File: src/rtl/stage_led_view.sv
// Front-panel LED/buzzer view: blink divider, stage LEDs,
// run-colour counter, set/power indicators and finish beeper.
module stage_led_view #(
  parameter int STAGES      = 8,
  parameter int HALF_PERIOD = 25000000,
  parameter int BEEP_PULSES = 3,
  parameter int COLOR_W     = 3
) (
  input  logic                      cp,
  input  logic                      rst,
  input  logic [2:0]                state,
  input  logic [STAGES-1:0]         stage_mask,
  input  logic [$clog2(STAGES)-1:0] active_stage,
  input  logic                      click,
  input  logic                      power_in,
  input  logic                      set_in,
  output logic [STAGES-1:0]         stage_led,
  output logic                      beep,
  output logic                      power_led,
  output logic                      set_led,
  output logic [COLOR_W-1:0]        color_led,
  output logic                      blink
);

  localparam int AW = $clog2(STAGES);
  localparam int CW = $clog2(HALF_PERIOD);
  localparam logic [CW-1:0] HP_LAST = CW'(HALF_PERIOD - 1);

  typedef enum logic [2:0] {
    M_OFF    = 3'd0,
    M_BEGIN  = 3'd1,
    M_SET    = 3'd2,
    M_RUN    = 3'd3,
    M_ERROR  = 3'd4,
    M_PAUSE  = 3'd5,
    M_FINISH = 3'd6,
    M_SPARE  = 3'd7
  } mstate_e;

  typedef enum logic [1:0] {
    B_IDLE = 2'd0,
    B_ON   = 2'd1,
    B_OFF  = 2'd2
  } bseq_e;

  mstate_e mst;
  assign mst = mstate_e'(state);

  logic [CW-1:0]      div_q, div_d;
  logic               blink_q, blink_d;
  logic               wrap;
  logic [STAGES-1:0]  led_q, led_d;
  logic [STAGES-1:0]  run_pat;
  logic [COLOR_W-1:0] color_q, color_d;
  logic               set_q, set_d;
  logic               pwr_q, pwr_d;
  bseq_e              bs_q, bs_d;
  logic [3:0]         pulse_q, pulse_d;
  logic [CW-1:0]      bcnt_q, bcnt_d;
  logic               fin_q, fin_d;
  logic               fin_now;
  logic               entry;

  assign wrap = (div_q == HP_LAST);

  always_comb begin
    div_d   = wrap ? '0 : div_q + 1'b1;
    blink_d = blink_q ^ wrap;
  end

  // An out-of-range active_stage matches no bit, so nothing blinks.
  always_comb begin
    run_pat = stage_mask;
    for (int i = 0; i < STAGES; i++) begin
      if (active_stage == AW'(i)) run_pat[i] = blink_q;
    end
  end

  always_comb begin
    led_d = stage_mask;
    set_d = set_in;
    case (mst)
      M_OFF, M_SPARE: begin
        led_d = '0;
        set_d = 1'b0;
      end
      M_BEGIN, M_FINISH: begin
        led_d = '1;
        set_d = 1'b1;
      end
      M_RUN:   led_d = run_pat;
      default: led_d = stage_mask;
    endcase
  end

  // Colour advances on the blink 0->1 edge, only while running.
  always_comb begin
    color_d = '0;
    if (mst == M_RUN) begin
      color_d = (wrap && !blink_q) ? color_q + 1'b1 : color_q;
    end
    pwr_d = power_in;
  end

  assign fin_now = (mst == M_FINISH);
  assign entry   = fin_now && !fin_q;
  assign fin_d   = fin_now;

  always_comb begin
    bs_d    = bs_q;
    pulse_d = pulse_q;
    bcnt_d  = bcnt_q;
    if (!fin_now) begin
      bs_d    = B_IDLE;
      pulse_d = '0;
      bcnt_d  = '0;
    end else if (entry) begin
      bs_d    = B_ON;
      pulse_d = 4'(BEEP_PULSES);
      bcnt_d  = '0;
    end else begin
      case (bs_q)
        B_ON: begin
          if (bcnt_q == HP_LAST) begin
            bs_d   = B_OFF;
            bcnt_d = '0;
          end else begin
            bcnt_d = bcnt_q + 1'b1;
          end
        end
        B_OFF: begin
          if (bcnt_q == HP_LAST) begin
            bcnt_d  = '0;
            pulse_d = pulse_q - 1'b1;
            bs_d    = (pulse_q == 4'd1) ? B_IDLE : B_ON;
          end else begin
            bcnt_d = bcnt_q + 1'b1;
          end
        end
        default: begin
          bs_d   = B_IDLE;
          bcnt_d = '0;
        end
      endcase
    end
  end

  always_ff @(posedge cp or posedge rst) begin
    if (rst) begin
      div_q   <= '0;
      blink_q <= 1'b0;
      led_q   <= '0;
      color_q <= '0;
      set_q   <= 1'b0;
      pwr_q   <= 1'b0;
      bs_q    <= B_IDLE;
      pulse_q <= '0;
      bcnt_q  <= '0;
      fin_q   <= 1'b0;
    end else begin
      div_q   <= div_d;
      blink_q <= blink_d;
      led_q   <= led_d;
      color_q <= color_d;
      set_q   <= set_d;
      pwr_q   <= pwr_d;
      bs_q    <= bs_d;
      pulse_q <= pulse_d;
      bcnt_q  <= bcnt_d;
      fin_q   <= fin_d;
    end
  end

  assign stage_led = led_q;
  assign color_led = color_q;
  assign set_led   = set_q;
  assign power_led = pwr_q;
  assign blink     = blink_q;
  assign beep      = (bs_q == B_ON) || click;

endmodule

File: config.mk
export PLATFORM = sky130hd
export DESIGN_NAME = stage_led_view
export DESIGN_NICKNAME = d
export VERILOG_FILES = /design/src/rtl/stage_led_view.sv
export SDC_FILE = /design/constraint.sdc
export NUM_CORES = 1
export LEC_CHECK = 0
export ABC_AREA = 1
export ABC_CLOCK_PERIOD_IN_PS = 6390
export CORE_ASPECT_RATIO = 0.9
export CORE_MARGIN = 5
export CORE_UTILIZATION = 40
export CTS_CLUSTER_DIAMETER = 60
export CTS_CLUSTER_SIZE = 20
export DETAILED_ROUTE_END_ITERATION = 10
export PLACE_DENSITY_LB_ADDON = 0.12
export SYNTH_ARGS = -nofsm -noshare
export SYNTH_HDL_FRONTEND = slang
export SYNTH_SLANG_ARGS = --single-unit
File: constraint.sdc
create_clock -name cp -period 6.39 [get_ports cp]
set_clock_uncertainty 0.05 [all_clocks]
set_input_delay 1.917 -clock cp [delete_from_list [all_inputs] [get_ports cp]]
set_output_delay 1.917 -clock cp [all_outputs]
set_load 0.005 [all_outputs]
==> results.txt <==
----------------------------------------------------
[Outcome]
  Run status ... completed

[Floorplanning]
  Io pins ... 34
  Width of the die ... 119 um
  Height of the die ... 108 um
  Starting utilization of the core area ... 0.403
  Core Rows ... 36
  Core region area ... 10700 um2
  Full die area ... 12900 um2

[Setup path]
  Type of origin of the critical path ... input pin
  Critical Path Max Stage Delay ... 440 ps
  Endpoint required time on the critical path ... 4420 ps
  CP Data Arrival Time ... 3010 ps
  Element type at the critical path end ... output pin
  Crit-path max FO ... 1
  Cell seen most often among critical-path stages ... sky130_fd_sc_hd__clkdlybuf4s50_1
  Ordered cell list for the critical path ... clkdlybuf4s50_1 -> or2_2 -> clkdlybuf4s50_1
  Slowest CP cell ... sky130_fd_sc_hd__clkdlybuf4s50_1
  Critical setup path kind ... input pin to output pin
  Number of cells traversed by the worst register-to-register path ... 9

[CTS]
  Post-CTS Setup Inserts ... 0
  Inserted Clock Buffers ... 9
  Quantity of gates resized following cts ... 0
  CTS tree ... built
  Level count of the clock H-tree ... 3
  Sinks on Clock Net ... 71
  Number of buffers added to fix hold violations after cts ... 0
  Clk_lat worst skew ... 340 ps
  Buffers from clock root to sink, at most ... 2
  Clock input transition at the sequential cells of the worst setup and hold paths ... 60 ps
  Clock tree root buffer cell ... sky130_fd_sc_hd__clkbuf_16

[Yosys]
  Area share of the largest cell type after synthesis ... 0.413
  Ranking of synthesized cells by instance count ... sky130_fd_sc_hd__nand2_1 (175), sky130_fd_sc_hd__nor2_1 (121), sky130_fd_sc_hd__dfrtp_1 (71), sky130_fd_sc_hd__inv_1 (69), sky130_fd_sc_hd__nand3_1 (51)
  Number of synthesis warnings ... 0
  Count leader, synth ... sky130_fd_sc_hd__nand2_1
  Top flip-flop cell by instance count after synthesis ... sky130_fd_sc_hd__dfrtp_1
  Synthesized instance count ... 603
  Share of synthesized registers carrying an async set or reset ... 1.00
  Synthesized netlist net count ... 631
  Proportion of synthesized chip area in sequential cells ... 0.413
  Synthesized area per cell ... 7.14 um2
  Seq cells post-synth ... 71
  Area contributors post-synth ... sky130_fd_sc_hd__dfrtp_1 (41%), sky130_fd_sc_hd__nand2_1 (15%), sky130_fd_sc_hd__nor2_1 (11%), sky130_fd_sc_hd__inv_1 (6.0%), sky130_fd_sc_hd__nand3_1 (5.9%)
  Library cell occupying the most area in the post-synthesis netlist ... sky130_fd_sc_hd__dfrtp_1
  Number of flops mapped to enable cells by yosys ... 0
  Library cells used by synthesis ... 28
  Post-synthesis instance area ... 4300 um2

[STA]
  Period utilisation layout ... 0.780
  Highest attainable clock frequency ... 0.201 GHz
  Post-layout minimum cycle time ... 4980 ps
  Unrepaired setup endpoints after global routing ... false
  Final total negative setup slack ... 0 ps
  Worst Setup Slack, final ... 1410 ps
  Max Transition Viols Final ... 0
  Final worst hold slack ... 408 ps
  Slew at the pin closest to its max-slew limit ... 761 ps
  Worst slew slack as a fraction of its limit ... 0.491
  Number of failing setup endpoints in the final timing report ... 0
  Number of hold violations in the final report ... 0

[Drt]
  Via density per instance ... 4.90
  Post-route ant nets ... 0
  DR iter-0 viols ... 211
  Wire length per cell after detailed routing ... 12.8 um
  Count of TritonRoute iterations in the first routing pass ... 5
  Routed Wire Length ... 10100 um
  Via count ... 3841
  DRC violation count after routing ... 0

[Global route]
  GR Layer Usage met3 ... 0.0507
  Via count of the first global-routing pass ... 3621
  Global-route track usage on met2 ... 0.253
  Maximum number of pins on one net before global-route repair ... 39
  Total routing resource utilization after global routing ... 0.170
  Overflow left after global routing ... 0
  GRT met1 Usage ... 0.239
  Antenna violations before repair ... 0
  Most used routing layer ... met2
  First-pass GRT wire length ... 17500 um

[Power]
  Static Leakage ... 2.22 nW
  Total power density per cell area ... 205 nW/um2
  IR drop worst, VDD ... 0.180 mV
  Post-layout total power ... 1.04 mW

[Cells and area]
  Final cell count without fillers ... 784
  Area delta synth->final ... 18.3%
  Layout net count ... 674
  Antenna fix cells ... 0
  Layout cells sized above 1 ... 0.0630

[Worst hold path]
  Worst hold stages ... 1
  Path type of the worst min-delay path ... flop to flop

[Placement]
  Number of placed instances with taps included ... 768
  Final weighted congestion in routability-driven placement ... 0.881
  Final HPWL DP ... 7520 um
  I/O Buffers ... 33
  Post-Place Worst Slack ... 1410 ps

[Run]
  Number of max-cap violations ... 0

----------------------------------------------------
==> layout make-up <==
| class | count | area (um2) |
|---|---|---|
| clock buffers | 9 | 225 |
| clock inverters | 7 | 78.8 |
| fillers | 1060 | 5580 |
| inverters | 73 | 277 |
| multi-input cells | 457 | 2230 |
| flip-flops and latches | 71 | 1780 |
| well taps | 133 | 166 |
| repair buffers | 34 | 338 |
==> cells by family (layout without fill, tap and decap cells) <==
logic type	after synthesis	in the layout	synth area share
AND/OR/NAND/NOR	398	398	0.409
flip-flops	71	71	0.413
buffers and inverters	75	123	0.0686
AO/OA/AOI/OAI	23	23	0.0285
adder cells (fa/ha/maj)	9	9	0.0262
XOR/XNOR	27	27	0.0550
==> state kept, by name, indices dropped and copies added, names as in the netlist <==
name,count
fin_q,1
set_led,1
power_led,1
bcnt_q,25
bs_q,2
div_q,25
blink,1
color_led,3
pulse_q,4
stage_led,8
==> power breakdown <==
group	total, mW	switching (mW)	internal (mW)
sequential	0.461	0.00353	0.457
clock	0.520	0.214	0.306
combinational	0.0621	0.0319	0.0302
==> through the flow <==
stage	instance area, um2	utilization
global placement	4790	0.449
detailed placement	4790	0.449
floorplan	4300	-
global route	5090	0.477
finish	5090	0.477
CTS	5090	0.477
==> cells in the final DEF (no fill, tap or decap) <==
master	n
sky130_fd_sc_hd__nand2_4	1
sky130_fd_sc_hd__xnor2_1	8
sky130_fd_sc_hd__clkbuf_16	9
sky130_fd_sc_hd__nor2_4	11
sky130_fd_sc_hd__a21boi_0	1
sky130_fd_sc_hd__inv_4	1
sky130_fd_sc_hd__xor2_1	19
sky130_fd_sc_hd__dfrtp_1	71
sky130_fd_sc_hd__and3_1	2
sky130_fd_sc_hd__o211ai_1	2
sky130_fd_sc_hd__clkdlybuf4s50_1	33
sky130_fd_sc_hd__buf_4	1
sky130_fd_sc_hd__inv_6	2
sky130_fd_sc_hd__inv_1	68
sky130_fd_sc_hd__nand4_1	9
sky130_fd_sc_hd__o21ai_0	11
sky130_fd_sc_hd__bufinv_16	1
sky130_fd_sc_hd__clkinv_4	1
sky130_fd_sc_hd__nor2_8	2
sky130_fd_sc_hd__or2_2	3
sky130_fd_sc_hd__nor3_2	1
sky130_fd_sc_hd__nand3_1	51
sky130_fd_sc_hd__a21oi_1	9
sky130_fd_sc_hd__ha_1	9
sky130_fd_sc_hd__nor3b_1	1
sky130_fd_sc_hd__nor3_1	17
sky130_fd_sc_hd__nor2_2	2
sky130_fd_sc_hd__nor2_1	121
sky130_fd_sc_hd__nand2_1	175
sky130_fd_sc_hd__inv_2	3
sky130_fd_sc_hd__clkinv_1	1
sky130_fd_sc_hd__clkinvlp_4	3
sky130_fd_sc_hd__nand3b_1	2
==> critical path, delay by kind of cell <==
family        cells  cell delay (ps)
buf+inv           2              830
simple gates      1              270
==> metal layers <==
layer | wire length (um) | vias up | share of wire
met5 | 0 | - | 0
met4 | 106 | 0 | 0.011
met3 | 511 | 6 | 0.051
met2 | 4370 | 97 | 0.43
met1 | 5060 | 1764 | 0.50
li1 | - | 1974 | -
==> final timing paths <==
path	start	endpoint	slack, ps
min in group asynchronous	rst	stage_led[3]$_DFF_PP0_	1970
setup / recovery	click	beep	1410
setup reg to reg	div_q[0]$_DFF_PP0_	color_led[1]$_DFFE_PP0P_	4080
max in group asynchronous	rst	div_q[19]$_DFF_PP0_	3340
hold / removal	bcnt_q[0]$_DFF_PP0_	bcnt_q[0]$_DFF_PP0_	410
hold reg to reg	bcnt_q[0]$_DFF_PP0_	bcnt_q[0]$_DFF_PP0_	410
Power figures use the tool's default switching activity.
